--- config.mk ---
export PLATFORM = sky130hd
export DESIGN_NAME = mem_access_unit_flat
export DESIGN_NICKNAME = d
export VERILOG_FILES = /design/src/rtl/mem_access_unit_pkg.sv /design/src/rtl/mem_access_unit_if.sv /design/src/rtl/mem_align.sv /design/src/rtl/mem_access_unit.sv /design/src/flat_wrapper.sv
export SDC_FILE = /design/constraint.sdc
export NUM_CORES = 1
export LEC_CHECK = 0
export CAP_MARGIN = 30
export CORE_MARGIN = 2
export CORE_UTILIZATION = 42
export DETAILED_ROUTE_END_ITERATION = 16
export PLACE_DENSITY = 0.75
export SLEW_MARGIN = 20
export SYNTH_ARGS = -nofsm -noshare
export SYNTH_HDL_FRONTEND = slang
export SYNTH_HIERARCHICAL = 1
export SYNTH_SLANG_ARGS = --single-unit
export TNS_END_PERCENT = 10
--- constraint.sdc ---
create_clock -name clk -period 2.1 [get_ports clk]
set_input_delay 0.525 -clock clk [delete_from_list [all_inputs] [get_ports clk]]
set_output_delay 0.525 -clock clk [all_outputs]
set_load 0.01 [all_outputs]
--- src/rtl/mem_access_unit_pkg.sv ---
// Shared definitions for the EX_MEM data-memory access stage: bus widths, op codes,
// FSM state encoding and small decode helpers.
package mem_access_unit_pkg;

    localparam int unsigned WORD_BUS     = 32;
    localparam int unsigned REG_ADDR_BUS = 5;

    typedef enum logic [2:0] {
        MemNone = 3'd0,
        MemLb   = 3'd1,
        MemLbu  = 3'd2,
        MemLh   = 3'd3,
        MemLhu  = 3'd4,
        MemLw   = 3'd5,
        MemSb   = 3'd6,
        MemSh   = 3'd7
    } mem_op_e;

    // SW reuses the LW code; a word op that does not write a register is a store.
    localparam logic [2:0] MemSw = MemLw;

    typedef enum logic [1:0] {SzByte, SzHalf, SzWord} mem_size_e;

    typedef enum logic {StIdle, StReq} state_e;

    function automatic mem_size_e op_size(logic [2:0] op);
        case (op)
            MemLb, MemLbu, MemSb: return SzByte;
            MemLh, MemLhu, MemSh: return SzHalf;
            default:              return SzWord;
        endcase
    endfunction

    function automatic logic is_store(logic [2:0] op, logic reg_we);
        return (op == MemSb) || (op == MemSh) || ((op == MemSw) && !reg_we);
    endfunction

    function automatic logic is_misaligned(logic [2:0] op, logic [1:0] addr_lo);
        if (op == MemNone) return 1'b0;
        case (op_size(op))
            SzHalf:  return addr_lo[0];
            SzWord:  return addr_lo != 2'b00;
            default: return 1'b0;
        endcase
    endfunction

endpackage

--- src/rtl/mem_access_unit_if.sv ---
// Data-memory request/response bus between the access unit (master) and memory (slave).
interface mem_access_unit_if;
    import mem_access_unit_pkg::*;

    logic                dmemReq;
    logic                dmemWe;
    logic [WORD_BUS-1:0] dmemAddr;
    logic [3:0]          dmemByteEnable;
    logic [WORD_BUS-1:0] dmemWdata;
    logic                dmemReady;
    logic [WORD_BUS-1:0] dmemRdata;

    modport master (
        output dmemReq, dmemWe, dmemAddr, dmemByteEnable, dmemWdata,
        input  dmemReady, dmemRdata
    );

    modport slave (
        input  dmemReq, dmemWe, dmemAddr, dmemByteEnable, dmemWdata,
        output dmemReady, dmemRdata
    );

endinterface

--- src/rtl/mem_align.sv ---
// Little-endian lane logic: byte enables and replicated write data for stores,
// lane extraction with sign/zero extension for loads.
module mem_align
    import mem_access_unit_pkg::*;
(
    input  logic [2:0]          op_i,
    input  logic [1:0]          addr_lo_i,
    input  logic [WORD_BUS-1:0] store_data_i,
    input  logic [WORD_BUS-1:0] rdata_i,
    output logic [3:0]          byte_enable_o,
    output logic [WORD_BUS-1:0] wdata_o,
    output logic [WORD_BUS-1:0] load_data_o
);

    logic [7:0]  byte_sel;
    logic [15:0] half_sel;

    always_comb begin
        byte_sel = rdata_i[7:0];
        unique case (addr_lo_i)
            2'd0: byte_sel = rdata_i[7:0];
            2'd1: byte_sel = rdata_i[15:8];
            2'd2: byte_sel = rdata_i[23:16];
            2'd3: byte_sel = rdata_i[31:24];
        endcase
        half_sel = addr_lo_i[1] ? rdata_i[31:16] : rdata_i[15:0];
    end

    always_comb begin
        byte_enable_o = 4'b1111;
        wdata_o       = store_data_i;
        unique case (op_size(op_i))
            SzByte: begin
                byte_enable_o = 4'b0001 << addr_lo_i;
                wdata_o       = {4{store_data_i[7:0]}};
            end
            SzHalf: begin
                byte_enable_o = addr_lo_i[1] ? 4'b1100 : 4'b0011;
                wdata_o       = {2{store_data_i[15:0]}};
            end
            default: ;
        endcase
    end

    always_comb begin
        load_data_o = rdata_i;
        case (op_i)
            MemLb:   load_data_o = {{24{byte_sel[7]}}, byte_sel};
            MemLbu:  load_data_o = {24'b0, byte_sel};
            MemLh:   load_data_o = {{16{half_sel[15]}}, half_sel};
            MemLhu:  load_data_o = {16'b0, half_sel};
            default: ;
        endcase
    end

endmodule

--- src/rtl/mem_access_unit.sv ---
// MEM pipeline stage: issues one data-memory access per load/store, stalls the pipe
// until memory completes, and registers the register-file writeback.
module mem_access_unit
    import mem_access_unit_pkg::*;
(
    input  logic                    clk,
    input  logic                    rst,
    input  logic                    inValid,
    input  logic [2:0]              inMemOp,
    input  logic [WORD_BUS-1:0]     inAddr,
    input  logic [WORD_BUS-1:0]     inStoreData,
    input  logic [REG_ADDR_BUS-1:0] inRegDest,
    input  logic                    inRegWriteEnable,
    mem_access_unit_if.master       dmem,
    output logic                    writeEnable,
    output logic [REG_ADDR_BUS-1:0] writeAddr,
    output logic [WORD_BUS-1:0]     writeResult,
    output logic                    stall,
    output logic                    addrError
);

    state_e state_q, state_d;

    logic [2:0]              op_q, op_d;
    logic                    store_q, store_d;
    logic [WORD_BUS-1:0]     addr_q, addr_d;
    logic [WORD_BUS-1:0]     data_q, data_d;
    logic [REG_ADDR_BUS-1:0] dest_q, dest_d;
    logic                    reg_we_q, reg_we_d;

    logic                    write_enable_q, write_enable_d;
    logic [REG_ADDR_BUS-1:0] write_addr_q, write_addr_d;
    logic [WORD_BUS-1:0]     write_result_q, write_result_d;
    logic                    addr_error_q, addr_error_d;

    logic                in_is_mem;
    logic                in_misaligned;
    logic [3:0]          align_be;
    logic [WORD_BUS-1:0] align_wdata;
    logic [WORD_BUS-1:0] align_load;

    assign in_is_mem     = inMemOp != MemNone;
    assign in_misaligned = is_misaligned(inMemOp, inAddr[1:0]);

    mem_align u_mem_align (
        .op_i          (op_q),
        .addr_lo_i     (addr_q[1:0]),
        .store_data_i  (data_q),
        .rdata_i       (dmem.dmemRdata),
        .byte_enable_o (align_be),
        .wdata_o       (align_wdata),
        .load_data_o   (align_load)
    );

    always_ff @(posedge clk or negedge rst) begin
        if (!rst) begin
            state_q <= StIdle;
        end else begin
            state_q <= state_d;
        end
    end

    always_comb begin
        state_d = state_q;
        unique case (state_q)
            StIdle: if (inValid && in_is_mem && !in_misaligned) state_d = StReq;
            StReq:  if (dmem.dmemReady) state_d = StIdle;
        endcase
    end

    always_ff @(posedge clk or negedge rst) begin
        if (!rst) begin
            op_q           <= MemNone;
            store_q        <= 1'b0;
            addr_q         <= '0;
            data_q         <= '0;
            dest_q         <= '0;
            reg_we_q       <= 1'b0;
            write_enable_q <= 1'b0;
            write_addr_q   <= '0;
            write_result_q <= '0;
            addr_error_q   <= 1'b0;
        end else begin
            op_q           <= op_d;
            store_q        <= store_d;
            addr_q         <= addr_d;
            data_q         <= data_d;
            dest_q         <= dest_d;
            reg_we_q       <= reg_we_d;
            write_enable_q <= write_enable_d;
            write_addr_q   <= write_addr_d;
            write_result_q <= write_result_d;
            addr_error_q   <= addr_error_d;
        end
    end

    always_comb begin
        op_d           = op_q;
        store_d        = store_q;
        addr_d         = addr_q;
        data_d         = data_q;
        dest_d         = dest_q;
        reg_we_d       = reg_we_q;
        write_enable_d = 1'b0;
        write_addr_d   = write_addr_q;
        write_result_d = write_result_q;
        addr_error_d   = 1'b0;
        unique case (state_q)
            StIdle: begin
                if (inValid) begin
                    if (!in_is_mem) begin
                        write_enable_d = inRegWriteEnable;
                        write_addr_d   = inRegDest;
                        write_result_d = inAddr;
                    end else if (in_misaligned) begin
                        addr_error_d = 1'b1;
                    end else begin
                        op_d     = inMemOp;
                        store_d  = is_store(inMemOp, inRegWriteEnable);
                        addr_d   = inAddr;
                        data_d   = inStoreData;
                        dest_d   = inRegDest;
                        reg_we_d = inRegWriteEnable;
                    end
                end
            end
            StReq: begin
                // Stores complete silently; the writeback registers keep their old contents.
                if (dmem.dmemReady && !store_q) begin
                    write_enable_d = reg_we_q;
                    write_addr_d   = dest_q;
                    write_result_d = align_load;
                end
            end
        endcase
    end

    always_comb begin
        dmem.dmemReq        = 1'b0;
        dmem.dmemWe         = 1'b0;
        dmem.dmemAddr       = '0;
        dmem.dmemByteEnable = 4'b0000;
        dmem.dmemWdata      = '0;
        stall               = 1'b0;
        unique case (state_q)
            StIdle: stall = inValid && in_is_mem && !in_misaligned;
            StReq: begin
                dmem.dmemReq        = 1'b1;
                dmem.dmemWe         = store_q;
                dmem.dmemAddr       = {addr_q[WORD_BUS-1:2], 2'b00};
                dmem.dmemByteEnable = align_be;
                dmem.dmemWdata      = align_wdata;
                stall               = !dmem.dmemReady;
            end
        endcase
        // Keep stall low while reset is held even if inValid is driven.
        stall = stall && rst;
    end

    assign writeEnable = write_enable_q;
    assign writeAddr   = write_addr_q;
    assign writeResult = write_result_q;
    assign addrError   = addr_error_q;

endmodule

--- src/flat_wrapper.sv ---
// flat-port wrapper written by rule: the top's interface ports become plain ports
module mem_access_unit_flat import mem_access_unit_pkg::*;
  (clk, rst, inValid, inMemOp, inAddr, inStoreData, inRegDest, inRegWriteEnable, writeEnable, writeAddr, writeResult, stall, addrError, dmem_dmemReq, dmem_dmemWe, dmem_dmemAddr, dmem_dmemByteEnable, dmem_dmemWdata, dmem_dmemReady, dmem_dmemRdata);
  mem_access_unit_if dmem_i ();
  input  logic clk;
  input  logic rst;
  input  logic inValid;
  input  logic [2:0] inMemOp;
  input  logic [WORD_BUS-1:0] inAddr;
  input  logic [WORD_BUS-1:0] inStoreData;
  input  logic [REG_ADDR_BUS-1:0] inRegDest;
  input  logic inRegWriteEnable;
  output logic writeEnable;
  output logic [REG_ADDR_BUS-1:0] writeAddr;
  output logic [WORD_BUS-1:0] writeResult;
  output logic stall;
  output logic addrError;
  output wire logic [$bits(dmem_i.dmemReq)-1:0] dmem_dmemReq;
  output wire logic [$bits(dmem_i.dmemWe)-1:0] dmem_dmemWe;
  output wire logic [$bits(dmem_i.dmemAddr)-1:0] dmem_dmemAddr;
  output wire logic [$bits(dmem_i.dmemByteEnable)-1:0] dmem_dmemByteEnable;
  output wire logic [$bits(dmem_i.dmemWdata)-1:0] dmem_dmemWdata;
  input wire logic [$bits(dmem_i.dmemReady)-1:0] dmem_dmemReady;
  input wire logic [$bits(dmem_i.dmemRdata)-1:0] dmem_dmemRdata;
  assign dmem_dmemReq = dmem_i.dmemReq;
  assign dmem_dmemWe = dmem_i.dmemWe;
  assign dmem_dmemAddr = dmem_i.dmemAddr;
  assign dmem_dmemByteEnable = dmem_i.dmemByteEnable;
  assign dmem_dmemWdata = dmem_i.dmemWdata;
  assign dmem_i.dmemReady = dmem_dmemReady;
  assign dmem_i.dmemRdata = dmem_dmemRdata;
  mem_access_unit u_core (.clk(clk), .rst(rst), .inValid(inValid), .inMemOp(inMemOp), .inAddr(inAddr), .inStoreData(inStoreData), .inRegDest(inRegDest), .inRegWriteEnable(inRegWriteEnable), .dmem(dmem_i), .writeEnable(writeEnable), .writeAddr(writeAddr), .writeResult(writeResult), .stall(stall), .addrError(addrError));
endmodule
== Word level (Yosys, flattened, before mapping) ==
Cells that the tools add are included.
Operators by class
  equal/unequal tests: 22
  shift-type cells: 1
  muxes and demuxes: 38
  bitwise operators: 2
  reductions and logical operators: 22
Operators by type and width (number)
  two-way mux 32 bit: 5
  case mux 32 bit (2 select lines): 2
  case mux 32 bit (4 select lines): 1
  case mux 8 bit (4 select lines): 1
  == test 3 bit (second input constant): 7
  two-way mux 16 bit: 1
  two-way mux 5 bit: 3
  two-way mux 1 bit: 14
  == test 3 x 2 -> 1 bit (second input constant): 4
  OR reduction 3 bit: 4
  case mux 5 bit (2 select lines): 1
  two-way mux 4 bit: 2
  case mux 1 bit (2 select lines): 4
  case mux 2 bit (2 select lines): 2
  case mux 4 bit (2 select lines): 1
  == test 2 x 1 -> 1 bit (second input constant): 3
  == test 2 bit (second input constant): 3
  == test 3 x 1 -> 1 bit (second input constant): 2
  != test 2 bit (second input constant): 3
  logical AND 1 bit: 5
  logical NOT 1 bit: 4
  logical NOT 2 bit: 2
  AND reduction 4 bit: 1
  << shifter 1 x 2 -> 4 bit (first input constant): 1
  other kinds (7): 9
Storage, ports and cells
  flip-flop bits (word level): 114
  input port bits: 109
  output and inout bits: 110
  word-level logic and storage cells: 96

== Logic depth before layout (Yosys ltp) ==
Gate-level depths: netlist of the first run.
  depth after elaboration: 11
  gate-level depth with buffers: 8
  gate-level depth less buffers: 6

== Cells and area by module ==
The synthesis of the first run kept the hierarchy.
Modules (own cells, without submodules)
  mem_access_unit: instances 1, cells an instance 523, area an instance 5860.6 µm², seq. area each 2852.7 µm²
  mem_align: instances 1, cells an instance 174, area an instance 1627.8 µm², seq. area each 0.0 µm²

== Worst setup path before layout of the first run ==
OpenSTA, ideal clock, no wires.
  path type: in2out
  start: in inMemOp[0]
  end: out stall
  arrival time: 1676 ps
  setup slack: -101 ps
  stages: 6
  cell sequence: buf_2 > mux2_2 > nand2_2 > nand3_4 > buf_6 > a21boi_0
Between the ends
  cells in the longest elaborated chain, start to end: 11
Ends and longest elaborated chain
  start, declared: RTL line flat_wrapper.sv:8  | input logic [2:0] inMemOp;
  == test 3 x 2 -> 1 bit, or another cell as far along: RTL line mem_access_unit_pkg.sv:27  | case (op)
  OR reduction 3 bit: RTL line mem_access_unit_pkg.sv:27
  case mux 2 bit (2 select lines): RTL line mem_access_unit_pkg.sv:27
  two-way mux 2 bit: RTL line mem_access_unit_pkg.sv:40  | case (op_size(op))
  == test 2 bit or == test 2 x 1 -> 1 bit (tied branches): RTL line mem_access_unit_pkg.sv:40
  case mux 1 bit (2 select lines): RTL line mem_access_unit_pkg.sv:40
  two-way mux 1 bit: RTL line mem_access_unit_pkg.sv:40
  logical NOT 1 bit: RTL line mem_access_unit.sv:146  | StIdle: stall = inValid && in_is_mem && !in_misaligned;
  logical AND 1 bit *: RTL line mem_access_unit.sv:146
  case mux 1 bit (2 select lines) *: RTL line mem_access_unit.sv:145  | unique case (state_q)
  logical AND 1 bit *: RTL line mem_access_unit.sv:157  | stall = stall && rst;
  end, declared: RTL line flat_wrapper.sv:16  | output logic stall;
Mark *: on every way between the ends. The rest lies on a longest branch, timed or not. The select of a mux whose other input is x is not followed.

== Final worst setup path of the first run ==
  start: reg u_core.op_q[2]
  end: out dmem_dmemWdata[26]
Between the ends
  cells in the longest elaborated chain, start to end: 6
Ends and longest elaborated chain
  start, declared: RTL line mem_access_unit.sv:24  | logic [2:0] op_q, op_d;
  start signal, assigned: RTL line mem_access_unit.sv:73  | op_q <= MemNone;
  start signal, assigned: RTL line mem_access_unit.sv:84  | op_q <= op_d;
  == test 3 bit, or another cell as far along: RTL line mem_access_unit_pkg.sv:27
  OR reduction 3 bit: RTL line mem_access_unit_pkg.sv:27
  case mux 2 bit (2 select lines) *: RTL line mem_access_unit_pkg.sv:27
  == test 2 x 1 -> 1 bit or logical NOT 2 bit (tied branches): RTL line mem_align.sv:32  | unique case (op_size(op_i))
  case mux 32 bit (2 select lines) *: RTL line mem_align.sv:32
  net u_core.align_wdata[26]: RTL line mem_access_unit.sv:39  | logic [WORD_BUS-1:0] align_wdata;
  two-way mux 32 bit *: RTL line mem_access_unit.sv:145
  end, declared: RTL line flat_wrapper.sv:22  | output wire logic [$bits(dmem_i.dmemWdata)-1:0] dmem_dmemWdata;
Mark *: on every way through the listed nets, which the timed path passes. The rest lies on a longest branch.

==> report_table.html, run 1 <==
<table>
<tr><th>Metric</th><th>Value</th></tr>
<tr><th colspan="2">Logic synthesis</th></tr>
<tr><td>Yosys Warn Count</td><td>6</td></tr>
<tr><td>Number of enable-type register cells in the synthesized netlist</td><td>0</td></tr>
<tr><td>Post-Synthesis Cell Area</td><td>7488 um^2</td></tr>
<tr><td>Leading register cell type out of synthesis</td><td>sky130_fd_sc_hd__dfrtp_1</td></tr>
<tr><td>Top cell type's share of synthesized area</td><td>38.10%</td></tr>
<tr><td>Mean area per synthesized cell</td><td>10.74 um^2</td></tr>
<tr><td>Synth Instances</td><td>697</td></tr>
<tr><td>Cell with the most instances after synthesis</td><td>sky130_fd_sc_hd__dfrtp_1</td></tr>
<tr><td>Cell taking the most area after synthesis</td><td>sky130_fd_sc_hd__dfrtp_1</td></tr>
<tr><td>Library cells used by synthesis</td><td>57</td></tr>
<tr><td>Cells taking the most area after synthesis</td><td>sky130_fd_sc_hd__dfrtp_1 38%, sky130_fd_sc_hd__mux2_4 13%, sky130_fd_sc_hd__and2_1 5.8%</td></tr>
<tr><td>Synth Register Bits</td><td>114</td></tr>
<tr><td>Sequential fraction of the synthesis area</td><td>38.10%</td></tr>
<tr><td>Most frequent cells after synthesis</td><td>114 x sky130_fd_sc_hd__dfrtp_1, 101 x sky130_fd_sc_hd__nand2_1, 69 x sky130_fd_sc_hd__and2_1, 66 x sky130_fd_sc_hd__mux2_4</td></tr>
<tr><td>Async set or reset register ratio after synthesis</td><td>100.0%</td></tr>
<tr><th colspan="2">Worst setup path</th></tr>
<tr><td>Worst endpoint required time</td><td>1.57 ns</td></tr>
<tr><td>Reg-to-Reg End</td><td>u_core/writeResult[12]</td></tr>
<tr><td>Slowest-stage cell, CP</td><td>sky130_fd_sc_hd__mux4_2</td></tr>
<tr><td>Depth of the worst register-to-register path</td><td>8</td></tr>
<tr><td>Critical path type</td><td>flop to output pin</td></tr>
<tr><td>Cell Chain, Critical Path</td><td>buf_8 -&gt; mux2_4 -&gt; mux4_2 -&gt; and2_4 -&gt; buf_6</td></tr>
<tr><td>Launch instance of the worst register-to-register path</td><td>u_core/op_q[1]</td></tr>
<tr><td>Setup slack of the most critical reg-to-reg path</td><td>0 ns</td></tr>
<tr><td>Critical path's largest stage delay</td><td>0.48 ns</td></tr>
<tr><td>Startpoint class of the critical path</td><td>flop</td></tr>
<tr><td>Critical path capture point type</td><td>output pin</td></tr>
<tr><td>Max FO, Critical Path</td><td>7</td></tr>
<tr><td>Arrival time reported for the critical path endpoint</td><td>2.09 ns</td></tr>
<tr><th colspan="2">Floorplan</th></tr>
<tr><td>Num ports</td><td>219</td></tr>
<tr><td>Area of the core</td><td>17360 um^2</td></tr>
<tr><td>Core Rows</td><td>48</td></tr>
<tr><td>Overall die width</td><td>137.5 um</td></tr>
<tr><td>Total Die Area</td><td>18910 um^2</td></tr>
<tr><td>Initial core utilization</td><td>43.14%</td></tr>
<tr><td>Height of the die</td><td>137.5 um</td></tr>
<tr><th colspan="2">Drt</th></tr>
<tr><td>Count of nets left with antenna violations after detail routing</td><td>0</td></tr>
<tr><td>WL/cell</td><td>18.82 um</td></tr>
<tr><td>Drt via density</td><td>5.356</td></tr>
<tr><td>Number of DRC violations after detailed-routing iteration 0</td><td>426</td></tr>
<tr><td>Detailed Route WL</td><td>22.58 mm</td></tr>
<tr><td>Drt pass-1 iters</td><td>7</td></tr>
<tr><td>Routed vias</td><td>6427</td></tr>
<tr><td>Drt drc</td><td>0</td></tr>
<tr><th colspan="2">Global route</th></tr>
<tr><td>Fraction of met1 tracks used by global routing</td><td>32.13%</td></tr>
<tr><td>GRT Total Usage</td><td>24.12%</td></tr>
<tr><td>Initial antenna violation count</td><td>1</td></tr>
<tr><td>Pin count of the biggest net entering global routing</td><td>115</td></tr>
<tr><td>Grt peak-use layer</td><td>met2</td></tr>
<tr><td>Global routing usage on met3</td><td>4.489%</td></tr>
<tr><td>GRT overflow</td><td>0</td></tr>
<tr><td>Vias in the first global route</td><td>6412</td></tr>
<tr><td>Met2 Resource Use GR</td><td>38.42%</td></tr>
<tr><td>Global-route wire length before repair</td><td>34.78 mm</td></tr>
<tr><th colspan="2">Placed design</th></tr>
<tr><td>Dpl hpwl</td><td>15.96 mm</td></tr>
<tr><td>Port Buffer Count</td><td>216</td></tr>
<tr><td>Routability cong.</td><td>0.8831</td></tr>
<tr><th colspan="2">Status</th></tr>
<tr><td>Result of the run</td><td>finished, violations left</td></tr>
<tr><td>Failing checks</td><td>negative setup slack</td></tr>
<tr><th colspan="2">STA</th></tr>
<tr><td>Final critical delay including setup and external delays</td><td>2.616 ns</td></tr>
<tr><td>Slew Limit Fails</td><td>0</td></tr>
<tr><td>Minimum setup slack in the final design</td><td>-0.5164 ns</td></tr>
<tr><td>Max frequency</td><td>382.2 MHz</td></tr>
<tr><td>Relative slew slack</td><td>53.18%</td></tr>
<tr><td>Tcrit/Tclk final</td><td>124.6%</td></tr>
<tr><td>Final total negative setup slack</td><td>-13.63 ns</td></tr>
<tr><td>Number of hold violations in the final report</td><td>0</td></tr>
<tr><td>Worst-margin pin slew</td><td>0.7023 ns</td></tr>
<tr><td>Setup skew after layout</td><td>0.006018 ns</td></tr>
<tr><td>Count of final setup violators</td><td>49</td></tr>
<tr><td>Unrepaired setup endpoints after global routing</td><td>true</td></tr>
<tr><th colspan="2">CTS</th></tr>
<tr><td>Clock net sink count</td><td>114</td></tr>
<tr><td>TritonCTS clock tree</td><td>done</td></tr>
<tr><td>Skew-Pair Late Insertion Delay</td><td>0.42 ns</td></tr>
<tr><td>Clock-pin slew of the registers on the worst-case setup and hold paths</td><td>0.06 ns</td></tr>
<tr><td>TritonCTS buffer count</td><td>17</td></tr>
<tr><td>H-tree depth reported by CTS</td><td>4</td></tr>
<tr><td>CTS Root Buffer Type</td><td>sky130_fd_sc_hd__clkbuf_16</td></tr>
<tr><td>Longest Clk Path Bufs</td><td>2</td></tr>
<tr><th colspan="2">Power</th></tr>
<tr><td>Power Dens Cells</td><td>1148 nW/um^2</td></tr>
<tr><td>Total leakage power</td><td>0.005065 uW</td></tr>
<tr><td>Peak supply drop</td><td>0.7056 mV</td></tr>
<tr><th colspan="2">Layout</th></tr>
<tr><td>Multi-input combinational cell area</td><td>4372 um^2</td></tr>
<tr><td>Net count, final</td><td>1068</td></tr>
<tr><td>Sequential Area</td><td>2860 um^2</td></tr>
<tr><td>Share of the core filled with cells</td><td>63.55%</td></tr>
<tr><td>Area Growth Syn to Fin</td><td>47.28%</td></tr>
<tr><td>Fraction of layout instances using a drive strength above 1</td><td>32.72%</td></tr>
<tr><td>Filler cells</td><td>1404</td></tr>
<tr><th colspan="2">Worst hold path</th></tr>
<tr><td>HP Class</td><td>input pin to asynchronous set/reset pin</td></tr>
<tr><th colspan="2">Run</th></tr>
<tr><td>Max Cap Violations</td><td>0</td></tr>
</table>
==> cell type report <==
class	count	share of cell area (%)
Antenna cell	3	0.06807
Clock buffer	21	4.084
Clock inverter	11	1.021
Inverter	5	0.2155
Multi-Input combinational cell	512	39.64
Sequential cell	114	25.93
Tap cell	225	2.552
Timing Repair Buffer	309	26.49
==> flip-flops by register name, summed over array words and instances (netlist names) <==
register	flops
u_core/store_q	1
u_core/writeResult	32
u_core/addr_q	32
u_core/writeAddr	5
u_core/dest_q	5
u_core/addrError	1
u_core/state_q	1
u_core/data_q	32
u_core/reg_we_q	1
u_core/writeEnable	1
u_core/op_q	3
==> kinds of logic (layout without fill, tap and decap cells) <==
| family | after synthesis | count (layout) | synth area share (%) |
|---|---|---|---|
| AOI/OAI and AO/OA | 154 | 154 | 15.00 |
| buffers and inverters | 72 | 346 | 5.681 |
| muxes | 119 | 119 | 23.79 |
| other | 1 | 5 | 0.05008 |
| DFF | 114 | 114 | 38.10 |
| and+or+nand+nor | 235 | 235 | 17.04 |
| xor gates and xnor gates | 2 | 2 | 0.3342 |
==> per-stage QoR <==
stage | power, uW | hold WS, ns | instances | worst slack [ns] | area [um^2]
6_report | 12670 | 0.2160 | 1200 | -0.5164 | 11030
5_1_grt | 13390 | 0.3260 | 1198 | -0.5643 | 11020
4_1_cts | 12590 | 0.3201 | 1199 | -0.6124 | 10970
3_5_place_dp | 9665 | 0.4872 | 1162 | -0.6577 | 10330
3_3_place_gp | 9530 | 0.4884 | 1162 | -0.6341 | 10330
2_1_floorplan | 6983 | 0.2294 | 698 | -0.01565 | 7496
==> critical path: cells and delay by family (launching register included) <==
family / cells / cell delay (ns)
buffers and inverters: 2 / 0.27
DFF: 1 / 0.45
muxes: 2 / 0.77
and+or+nand+nor: 1 / 0.18
==> metal layers <==
metal	up-vias	part of all wire, %
li1	3038	-
met1	3128	43
met2	224	49
met3	37	5.1
met4	0	2.7
met5	-	0
==> how the worst max path moves through the flow <==
| stage | startpoint | end | slack [ns] | depth (start not counted) |
|---|---|---|---|---|
| final | u_core/op_q[2] | dmem_dmemWdata[26] | -0.52 | 5 |
| after global routing | u_core/op_q[2] | dmem_dmemWdata[27] | -0.56 | 5 |
| after CTS | u_core/op_q[2] | dmem_dmemWdata[23] | -0.61 | 9 |
| after detailed placement | inMemOp[1] | stall | -0.66 | 6 |
| after global placement | inMemOp[1] | stall | -0.63 | 6 |
| after floorplan | u_core/op_q[1] | dmem_dmemWdata[10] | -0.02 | 5 |
==> cell usage in the layout, fill, tap and decap left out, types with 3 or more instances in the layout <==
cell type                         instances
sky130_fd_sc_hd__a32oi_1                  7
sky130_fd_sc_hd__a21o_1                  16
sky130_fd_sc_hd__clkdlybuf4s15_1          7
sky130_fd_sc_hd__a221o_1                  7
sky130_fd_sc_hd__clkdlybuf4s50_1        146
sky130_fd_sc_hd__clkinvlp_4               3
sky130_fd_sc_hd__buf_4                   76
sky130_fd_sc_hd__diode_2                  3
sky130_fd_sc_hd__clkbuf_2                 5
sky130_fd_sc_hd__clkdlybuf4s15_2          4
sky130_fd_sc_hd__mux2_2                  20
sky130_fd_sc_hd__a22oi_1                  9
sky130_fd_sc_hd__and2_4                  12
sky130_fd_sc_hd__nor2b_1                 38
sky130_fd_sc_hd__dfrtp_2                  3
sky130_fd_sc_hd__nand2_2                  3
sky130_fd_sc_hd__mux4_1                   4
sky130_fd_sc_hd__dlygate4sd2_1           23
sky130_fd_sc_hd__dfrtp_1                110
sky130_fd_sc_hd__a211oi_1                38
sky130_fd_sc_hd__inv_1                    3
sky130_fd_sc_hd__nand2b_1                 5
sky130_fd_sc_hd__clkbuf_1                 3
sky130_fd_sc_hd__mux2_4                  82
sky130_fd_sc_hd__buf_6                   15
sky130_fd_sc_hd__o21ai_0                 13
sky130_fd_sc_hd__buf_12                   9
sky130_fd_sc_hd__mux4_2                  12
sky130_fd_sc_hd__buf_2                   17
sky130_fd_sc_hd__and2_1                  57
sky130_fd_sc_hd__clkinv_2                 6
sky130_fd_sc_hd__o21ai_1                  6
sky130_fd_sc_hd__clkbuf_16               17
sky130_fd_sc_hd__buf_8                    4
sky130_fd_sc_hd__nand2_1                100
sky130_fd_sc_hd__a31oi_1                 40
==> power by group <==
group          leakage [uW]  switching [uW]  total, uW  internal [uW]
clock network      0.000272            1030       2780           1760
logic               0.00347            2670       6370           3700
registers           0.00132             554       3510           2960
total               0.00507            4250      12700           8420
==> what timing repair did <==
action,in CTS,in global routing
pin swaps,9,5
buffers inserted,5,1
cloned,1,0
hold buffers,0,0
resized for setup,204,54
setup endpoints to repair,123,107
Power figures use the tool's default switching activity.
==> run 2, diff against run 1 <==
Settings changed: CORE_MARGIN 2 to unset, CTS_CLUSTER_SIZE set to 8.
==> run 2 against run 1 <==
The run still ends with negative setup slack left. Clock skew increased by 0.0033 ns. Flip-flop and latch count stayed put. Wire length shrank 0.81%.
==> report_table.html, run 2 (synthesis results as in run 1) <==
<table>
<tr><th>Metric</th><th>Value</th></tr>
<tr><th colspan="2">Drt</th></tr>
<tr><td>Count of nets left with antenna violations after detail routing</td><td>0 (unchanged)</td></tr>
<tr><td>WL/cell</td><td>18.57 um (-1.3%)</td></tr>
<tr><td>Number of DRC violations after detailed-routing iteration 0</td><td>423 (-0.70%)</td></tr>
<tr><td>Drt pass-1 iters</td><td>7 (unchanged)</td></tr>
<tr><td>Detailed Route WL</td><td>22.40 mm (-0.81%)</td></tr>
<tr><td>Drt drc</td><td>0 (unchanged)</td></tr>
<tr><td>Drt via density</td><td>5.444 (+1.7%)</td></tr>
<tr><td>Routed vias</td><td>6566 (+2.2%)</td></tr>
<tr><th colspan="2">Floorplan</th></tr>
<tr><td>Initial core utilization</td><td>43.14% (unchanged)</td></tr>
<tr><td>Total Die Area</td><td>18370 um^2 (-2.9%)</td></tr>
<tr><td>Height of the die</td><td>135.5 um (-1.5%)</td></tr>
<tr><td>Area of the core</td><td>17360 um^2 (unchanged)</td></tr>
<tr><td>Core Rows</td><td>48 (unchanged)</td></tr>
<tr><td>Overall die width</td><td>135.5 um (-1.5%)</td></tr>
<tr><td>Num ports</td><td>219 (unchanged)</td></tr>
<tr><th colspan="2">Power</th></tr>
<tr><td>Peak supply drop</td><td>0.7087 mV (+0.44%)</td></tr>
<tr><td>Total leakage power</td><td>0.005051 uW (-0.27%)</td></tr>
<tr><td>Power Dens Cells</td><td>1162 nW/um^2 (+1.2%)</td></tr>
<tr><th colspan="2">Layout</th></tr>
<tr><td>Sequential Area</td><td>2860 um^2 (unchanged)</td></tr>
<tr><td>Share of the core filled with cells</td><td>64.24% (+0.69 points)</td></tr>
<tr><td>Filler cells</td><td>1404 (unchanged)</td></tr>
<tr><td>Highest-count cells in the layout ignoring fill and taps</td><td>161 x sky130_fd_sc_hd__clkdlybuf4s50_1, 110 x sky130_fd_sc_hd__dfrtp_1, 101 x sky130_fd_sc_hd__nand2_1</td></tr>
<tr><td>Area Growth Syn to Fin</td><td>48.89%</td></tr>
<tr><td>Fraction of layout instances using a drive strength above 1</td><td>31.91% (-0.81 points)</td></tr>
<tr><td>Multi-input combinational cell area</td><td>4313 um^2 (-1.3%)</td></tr>
<tr><td>Most common cell after layout, fill and taps aside</td><td>sky130_fd_sc_hd__clkdlybuf4s50_1</td></tr>
<tr><td>Antenna cell count</td><td>0 (-3)</td></tr>
<tr><td>Count of placed standard cells in the final layout, fillers left out</td><td>1206 (+0.50%)</td></tr>
<tr><td>Net count, final</td><td>1077 (+0.84%)</td></tr>
<tr><th colspan="2">Worst setup path</th></tr>
<tr><td>Reg-to-Reg End</td><td>u_core/writeResult[12]</td></tr>
<tr><td>Worst endpoint required time</td><td>1.57 ns (about the same)</td></tr>
<tr><td>Worst setup path startpoint</td><td>u_core/op_q[2]</td></tr>
<tr><td>Critical path type</td><td>flop to output pin</td></tr>
<tr><td>Arrival time reported for the critical path endpoint</td><td>2.11 ns (+0.02 ns)</td></tr>
<tr><td>Launch instance of the worst register-to-register path</td><td>u_core/op_q[0]</td></tr>
<tr><td>Depth of the worst register-to-register path</td><td>8 (unchanged)</td></tr>
<tr><td>Max FO, Critical Path</td><td>4 (-3)</td></tr>
<tr><td>Critical path capture point type</td><td>output pin</td></tr>
<tr><td>Startpoint class of the critical path</td><td>flop</td></tr>
<tr><td>Setup slack of the most critical reg-to-reg path</td><td>0.06 ns (+0.06 ns)</td></tr>
<tr><th colspan="2">CTS</th></tr>
<tr><td>Clock-pin slew of the registers on the worst-case setup and hold paths</td><td>0.05 ns (about the same)</td></tr>
<tr><td>Longest Clk Path Bufs</td><td>2 (unchanged)</td></tr>
<tr><td>CTS Root Buffer Type</td><td>sky130_fd_sc_hd__clkbuf_16</td></tr>
<tr><td>Clock net sink count</td><td>114 (unchanged)</td></tr>
<tr><td>TritonCTS clock tree</td><td>done</td></tr>
<tr><td>H-tree depth reported by CTS</td><td>4 (unchanged)</td></tr>
<tr><td>Skew-Pair Late Insertion Delay</td><td>0.42 ns (about the same)</td></tr>
<tr><td>TritonCTS buffer count</td><td>17 (unchanged)</td></tr>
<tr><th colspan="2">STA</th></tr>
<tr><td>Final total negative setup slack</td><td>-16.28 ns (-2.647 ns)</td></tr>
<tr><td>Unrepaired setup endpoints after global routing</td><td>true</td></tr>
<tr><td>Count of final setup violators</td><td>48 (-2.0%)</td></tr>
<tr><td>Worst-margin pin slew</td><td>0.6315 ns (-0.07077 ns)</td></tr>
<tr><td>Relative slew slack</td><td>57.90% (+4.7 points)</td></tr>
<tr><td>Tcrit/Tclk final</td><td>125.7% (+1.1 points)</td></tr>
<tr><td>Setup skew after layout</td><td>0.009268 ns (+0.003251 ns)</td></tr>
<tr><td>Minimum setup slack in the final design</td><td>-0.5393 ns (-0.02296 ns)</td></tr>
<tr><td>Slew Limit Fails</td><td>0 (unchanged)</td></tr>
<tr><td>Final critical delay including setup and external delays</td><td>2.639 ns (+0.02296 ns)</td></tr>
<tr><td>Max frequency</td><td>378.9 MHz (-0.87%)</td></tr>
<tr><td>Number of hold violations in the final report</td><td>0 (unchanged)</td></tr>
<tr><th colspan="2">Global route</th></tr>
<tr><td>Initial antenna violation count</td><td>1 (unchanged)</td></tr>
<tr><td>Vias in the first global route</td><td>6456 (+0.69%)</td></tr>
<tr><td>GRT Total Usage</td><td>25.17% (+1.1 points)</td></tr>
<tr><td>GRT overflow</td><td>0 (unchanged)</td></tr>
<tr><td>Pin count of the biggest net entering global routing</td><td>113 (-1.7%)</td></tr>
<tr><td>Global-route wire length before repair</td><td>35.57 mm (+2.3%)</td></tr>
<tr><th colspan="2">Placed design</th></tr>
<tr><td>Count of placed standard cells including taps</td><td>1168 (+0.52%)</td></tr>
<tr><td>Dpl hpwl</td><td>15.93 mm (-0.16%)</td></tr>
<tr><td>Port Buffer Count</td><td>216 (unchanged)</td></tr>
<tr><td>Routability cong.</td><td>0.8874 (+0.49%)</td></tr>
<tr><td>Post-placement worst setup slack</td><td>-0.6296 ns (+0.02813 ns)</td></tr>
<tr><th colspan="2">Status</th></tr>
<tr><td>Failing checks</td><td>negative setup slack</td></tr>
<tr><td>Result of the run</td><td>finished, violations left</td></tr>
<tr><th colspan="2">Worst hold path</th></tr>
<tr><td>HP Class</td><td>input pin to asynchronous set/reset pin</td></tr>
<tr><th colspan="2">Run</th></tr>
<tr><td>Max Cap Violations</td><td>0 (unchanged)</td></tr>
</table>
run 2: changes by cell type in the layout (fill, tap and decap cells not counted), sizes merged, moves of 3 or more:
| cell | before | now |
|---|---|---|
| buf | 122 | 129 |
| clkbuf | 27 | 19 |
| clkdlybuf4s50 | 146 | 161 |
| diode | 3 | 0 |
| dlygate4sd2 | 23 | 12 |
| inv | 5 | 9 |
run 2: layout make-up:
cell class | instances | area share, %
Multi-Input combinational cell | 512 | 38.68
Sequential cell | 114 | 25.65
Inverter | 5 | 0.1908
Clock buffer | 18 | 3.939
Timing Repair Buffer | 318 | 27.20
Clock inverter | 14 | 1.807
Tap cell | 225 | 2.525
run 2: worst max path at each step:
| stage | to | slack, ns | cells past startpoint |
|---|---|---|---|
| 3_5_place_dp | stall | -0.63 | 6 |
| 6_report | dmem_dmemWdata[24] | -0.54 | 6 |
| 5_1_grt | dmem_dmemWdata[24] | -0.59 | 6 |
| 3_3_place_gp | stall | -0.64 | 6 |
| 4_1_cts | dmem_dmemWdata[24] | -0.56 | 6 |
| 2_1_floorplan | dmem_dmemWdata[10] | -0.02 | 5 |
run 2: report_power, final:
group	switching [uW]	internal (uW)
registers	549	2960
logic	2630	3670
clock network	1110	2030
run 2: metrics by stage:
stage	hold slack [ns]	instance area, um^2	total power (uW)
2_1_floorplan	0.2294	7496	6983
3_3_place_gp	0.3626	10470	9570
3_5_place_dp	0.3640	10470	9719
4_1_cts	0.3170	11080	12910
5_1_grt	0.3400	11150	13680
6_report	0.2839	11150	12960
run 2: what timing repair did:
action	CTS	global route
pin swaps	7	6
hold endpoints to repair	2	0
hold buffers	1	0
setup buffers	6	0
setup endpoints to repair	118	92
resized for setup	175	20
run 2: per-layer routing:
metal,vias to the layer above,track usage [%],routed length (um)
met2,252,39.52,10640
met1,3214,34.73,10080
met4,0,9.925,610
met3,39,3.928,1065
met5,-,0,0
li1,3061,-,-
run 2: critical path, stage by stage, from the launching register on:
cell                      delay [ns]
sky130_fd_sc_hd__dfrtp_2        0.40
sky130_fd_sc_hd__buf_6          0.12
sky130_fd_sc_hd__buf_6          0.10
sky130_fd_sc_hd__mux2_2         0.32
sky130_fd_sc_hd__mux4_2         0.47
sky130_fd_sc_hd__and2_4         0.17
sky130_fd_sc_hd__buf_6          0.11
==> run 3, diff against run 2 <==
Settings changed: PLACE_DENSITY 0.75 to 0.77.
==> run 3 against run 2 <==
The run still ends with negative setup slack left. Sequential share of layout area grew 0.22 points. Clock skew shrank 0.0032 ns. Critical path type unchanged. Via count is essentially flat. Largest cell class unchanged. Wire length grew 3.9%. Design area shrank 0.86%. Final cell count shrank 0.66%. Clock power shrank 2%. Die area is the same.
==> report_table.html, run 3 (synthesis results as in run 1) <==
<table>
<tr><th>Metric</th><th>Value</th></tr>
<tr><th colspan="2">Drt</th></tr>
<tr><td>Count of nets left with antenna violations after detail routing</td><td>0 (unchanged)</td></tr>
<tr><td>Highest metal layer used by the detailed router</td><td>met4</td></tr>
<tr><td>Number of DRC violations after detailed-routing iteration 0</td><td>369 (-13%)</td></tr>
<tr><td>Drt pass-1 iters</td><td>7 (unchanged)</td></tr>
<tr><td>Detailed Route WL</td><td>23.28 mm (+3.9%)</td></tr>
<tr><td>Drt drc</td><td>0 (unchanged)</td></tr>
<tr><td>WL/cell</td><td>19.43 um (+4.6%)</td></tr>
<tr><td>Drt via density</td><td>5.484 (+0.73%)</td></tr>
<tr><td>Length of routed met2 wiring</td><td>11.01 mm (+3.5%)</td></tr>
<tr><td>Routed met1 length</td><td>10.12 mm (+0.36%)</td></tr>
<tr><td>Routed vias</td><td>6570 (+0.061%)</td></tr>
<tr><td>Wire length on met3</td><td>1.108 mm (+4.0%)</td></tr>
<tr><th colspan="2">STA</th></tr>
<tr><td>Minimum setup slack in the final design</td><td>-0.5716 ns (-0.03224 ns)</td></tr>
<tr><td>Final critical delay including setup and external delays</td><td>2.672 ns (+0.03224 ns)</td></tr>
<tr><td>Number of hold violations in the final report</td><td>0 (unchanged)</td></tr>
<tr><td>Worst-margin pin slew</td><td>0.6665 ns (+0.03497 ns)</td></tr>
<tr><td>Slew Limit Fails</td><td>0 (unchanged)</td></tr>
<tr><td>Max frequency</td><td>374.3 MHz (-1.2%)</td></tr>
<tr><td>Setup skew after layout</td><td>0.006083 ns (-0.003185 ns)</td></tr>
<tr><td>Relative slew slack</td><td>55.57% (-2.3 points)</td></tr>
<tr><td>Unrepaired setup endpoints after global routing</td><td>true</td></tr>
<tr><td>Tcrit/Tclk final</td><td>127.2% (+1.5 points)</td></tr>
<tr><td>Count of final setup violators</td><td>29 (-40%)</td></tr>
<tr><td>Final total negative setup slack</td><td>-14.32 ns (+1.961 ns)</td></tr>
<tr><th colspan="2">Power</th></tr>
<tr><td>Peak supply drop</td><td>0.7180 mV (+1.3%)</td></tr>
<tr><td>Cell internal power dissipation</td><td>8727 uW (+0.73%)</td></tr>
<tr><td>Power Dens Cells</td><td>1185 nW/um^2 (+2.0%)</td></tr>
<tr><td>Clock share of power</td><td>23.5% (-0.8 points)</td></tr>
<tr><td>Net switching power of the design</td><td>4375 uW (+1.9%)</td></tr>
<tr><td>Combinational group share of total power</td><td>49.7% (+1.0 points)</td></tr>
<tr><td>Sequential power share</td><td>26.9% (-0.2 points)</td></tr>
<tr><td>Sw frac</td><td>33.39% (+0.26 points)</td></tr>
<tr><td>Total leakage power</td><td>0.005087 uW (+0.70%)</td></tr>
<tr><th colspan="2">Worst setup path</th></tr>
<tr><td>Reg-to-Reg End</td><td>u_core/writeResult[15]</td></tr>
<tr><td>Critical path's largest stage delay</td><td>0.48 ns (about the same)</td></tr>
<tr><td>Launch instance of the worst register-to-register path</td><td>u_core/op_q[0]</td></tr>
<tr><td>Max FO, Critical Path</td><td>5 (+1)</td></tr>
<tr><td>Setup slack of the most critical reg-to-reg path</td><td>0.06 ns (about the same)</td></tr>
<tr><td>Critical path type</td><td>flop to output pin</td></tr>
<tr><td>Worst endpoint required time</td><td>1.57 ns (about the same)</td></tr>
<tr><td>Top delay family on crit path</td><td>multiplexers</td></tr>
<tr><td>Worst path buffer plus inverter count</td><td>2 (-1)</td></tr>
<tr><td>Slowest-stage cell, CP</td><td>sky130_fd_sc_hd__dfrtp_2</td></tr>
<tr><td>Startpoint class of the critical path</td><td>flop</td></tr>
<tr><td>Critical path capture point type</td><td>output pin</td></tr>
<tr><td>Arrival time reported for the critical path endpoint</td><td>2.15 ns (+0.04 ns)</td></tr>
<tr><td>Depth of the worst register-to-register path</td><td>8 (unchanged)</td></tr>
<tr><td>Cell Chain, Critical Path</td><td>clkbuf_16 -&gt; mux2_2 -&gt; mux4_2 -&gt; and2_4 -&gt; buf_6</td></tr>
<tr><th colspan="2">Placed design</th></tr>
<tr><td>Routability cong.</td><td>0.8894 (+0.23%)</td></tr>
<tr><td>Dpl hpwl</td><td>16.24 mm (+2.0%)</td></tr>
<tr><td>Area of placed instances</td><td>10380 um^2 (-0.81%)</td></tr>
<tr><td>Count of placed standard cells including taps</td><td>1161 (-0.60%)</td></tr>
<tr><td>Port Buffer Count</td><td>216 (unchanged)</td></tr>
<tr><th colspan="2">Floorplan</th></tr>
<tr><td>Area of the core</td><td>17360 um^2 (unchanged)</td></tr>
<tr><td>Num ports</td><td>219 (unchanged)</td></tr>
<tr><td>Height of the die</td><td>135.5 um (unchanged)</td></tr>
<tr><td>Initial core utilization</td><td>43.14% (unchanged)</td></tr>
<tr><td>Overall die width</td><td>135.5 um (unchanged)</td></tr>
<tr><td>Total Die Area</td><td>18370 um^2 (unchanged)</td></tr>
<tr><td>Core Rows</td><td>48 (unchanged)</td></tr>
<tr><th colspan="2">Status</th></tr>
<tr><td>Failing checks</td><td>negative setup slack</td></tr>
<tr><td>Result of the run</td><td>finished, violations left</td></tr>
<tr><th colspan="2">Run</th></tr>
<tr><td>Max Cap Violations</td><td>0 (unchanged)</td></tr>
<tr><th colspan="2">Layout</th></tr>
<tr><td>Count of placed standard cells in the final layout, fillers left out</td><td>1198 (-0.66%)</td></tr>
<tr><td>Fraction of layout instances using a drive strength above 1</td><td>36.05% (+4.1 points)</td></tr>
<tr><td>Sequential Area</td><td>2860 um^2 (unchanged)</td></tr>
<tr><td>Net count, final</td><td>1067 (-0.93%)</td></tr>
<tr><td>Area Growth Syn to Fin</td><td>47.60%</td></tr>
<tr><td>Most common cell after layout, fill and taps aside</td><td>sky130_fd_sc_hd__clkdlybuf4s50_1</td></tr>
<tr><td>Highest-count cells in the layout ignoring fill and taps</td><td>143 x sky130_fd_sc_hd__clkdlybuf4s50_1, 110 x sky130_fd_sc_hd__dfrtp_1, 101 x sky130_fd_sc_hd__nand2_1</td></tr>
<tr><td>Filler cells</td><td>1377 (-1.9%)</td></tr>
<tr><td>Post-Layout Inst Area</td><td>11050 um^2 (-0.86%)</td></tr>
<tr><td>Multi-input combinational cell area</td><td>4390 um^2 (+1.8%)</td></tr>
<tr><th colspan="2">CTS</th></tr>
<tr><td>H-tree depth reported by CTS</td><td>4 (unchanged)</td></tr>
<tr><td>CTS Root Buffer Type</td><td>sky130_fd_sc_hd__clkbuf_16</td></tr>
<tr><td>Skew-Pair Late Insertion Delay</td><td>0.42 ns (about the same)</td></tr>
<tr><td>Clock-pin slew of the registers on the worst-case setup and hold paths</td><td>0.06 ns (about the same)</td></tr>
<tr><td>TritonCTS buffer count</td><td>17 (unchanged)</td></tr>
<tr><td>Clock net sink count</td><td>114 (unchanged)</td></tr>
<tr><td>Number of buffers inserted for hold repair after clock tree synthesis</td><td>0 (-1)</td></tr>
<tr><td>TritonCTS clock tree</td><td>done</td></tr>
<tr><td>Longest Clk Path Bufs</td><td>2 (unchanged)</td></tr>
<tr><th colspan="2">Global route</th></tr>
<tr><td>GRT overflow</td><td>0 (unchanged)</td></tr>
<tr><td>Vias in the first global route</td><td>6435 (-0.33%)</td></tr>
<tr><td>GRT Total Usage</td><td>25.44% (+0.27 points)</td></tr>
<tr><td>Initial antenna violation count</td><td>3 (+2)</td></tr>
<tr><td>Global-route wire length before repair</td><td>35.58 mm (about the same)</td></tr>
<tr><td>Pin count of the biggest net entering global routing</td><td>115 (+1.8%)</td></tr>
<tr><th colspan="2">Worst hold path</th></tr>
<tr><td>HP Class</td><td>input pin to asynchronous set/reset pin</td></tr>
</table>
-- run 3: worst reg2reg max path: cells and delay by family (launching register included) --
family | cells | cell delay (ns)
AO/OA/AOI/OAI | 4 | 0.86
flip-flops | 1 | 0.43
AND/OR/NAND/NOR | 2 | 0.34
buffers and inverters | 2 | 0.29
-- run 3: cell type report --
type,count,area share [%]
Tap cell,225,2.547
Timing Repair Buffer,308,26.01
Clock inverter,13,1.687
Antenna cell,2,0.04528
Inverter,5,0.1924
Sequential cell,114,25.88
Clock buffer,19,3.917
Multi-Input combinational cell,512,39.72
-- run 3: what timing repair did --
action / CTS / global route
buffers inserted: 1 / 0
cloned: 0 / 2
endpoints found under the setup margin: 115 / 88
gates resized for setup: 205 / 104
pin swaps: 7 / 21
-- run 3: worst max path at each step --
stage	slack, ns	from	end	cells past startpoint
finish	-0.57	u_core/op_q[2]	dmem_dmemWdata[31]	5
global route	-0.62	u_core/op_q[2]	dmem_dmemWdata[31]	5
CTS	-0.64	u_core/op_q[2]	dmem_dmemWdata[28]	5
detailed placement	-0.66	inMemOp[1]	stall	6
global placement	-0.65	inMemOp[1]	stall	6
floorplan	-0.02	u_core/op_q[1]	dmem_dmemWdata[10]	5
-- run 3: per-stage QoR --
stage / utilization, % / setup slack, ns / power, uW / hold slack, ns
floorplan: - / -0.01565 / 6983 / 0.2294
global placement: 59.81 / -0.6500 / 9578 / 0.4874
detailed placement: 59.81 / -0.6593 / 9737 / 0.4865
CTS: 63.05 / -0.6399 / 12860 / 0.2939
global route: 63.68 / -0.6219 / 13800 / 0.3170
finish: 63.68 / -0.5716 / 13100 / 0.2348
-- run 3: metal layers --
| layer | up-vias | GRT usage (%) |
|---|---|---|
| met4 | 0 | 13.11 |
| met1 | 3239 | 33.03 |
| li1 | 3043 | - |
| met3 | 54 | 4.826 |
| met2 | 234 | 40.34 |
| met5 | - | 0 |
-- run 3: power by group through the flow --
stage	Combinational (uW)	Clock (uW)	Sequential, uW
2_1_floorplan	3420	0	3570
3_5_place_dp	6240	0	3500
4_1_cts	6250	3120	3490
6_report	6510	3080	3520
3_3_place_gp	6100	0	3480
5_1_grt	6960	3220	3620
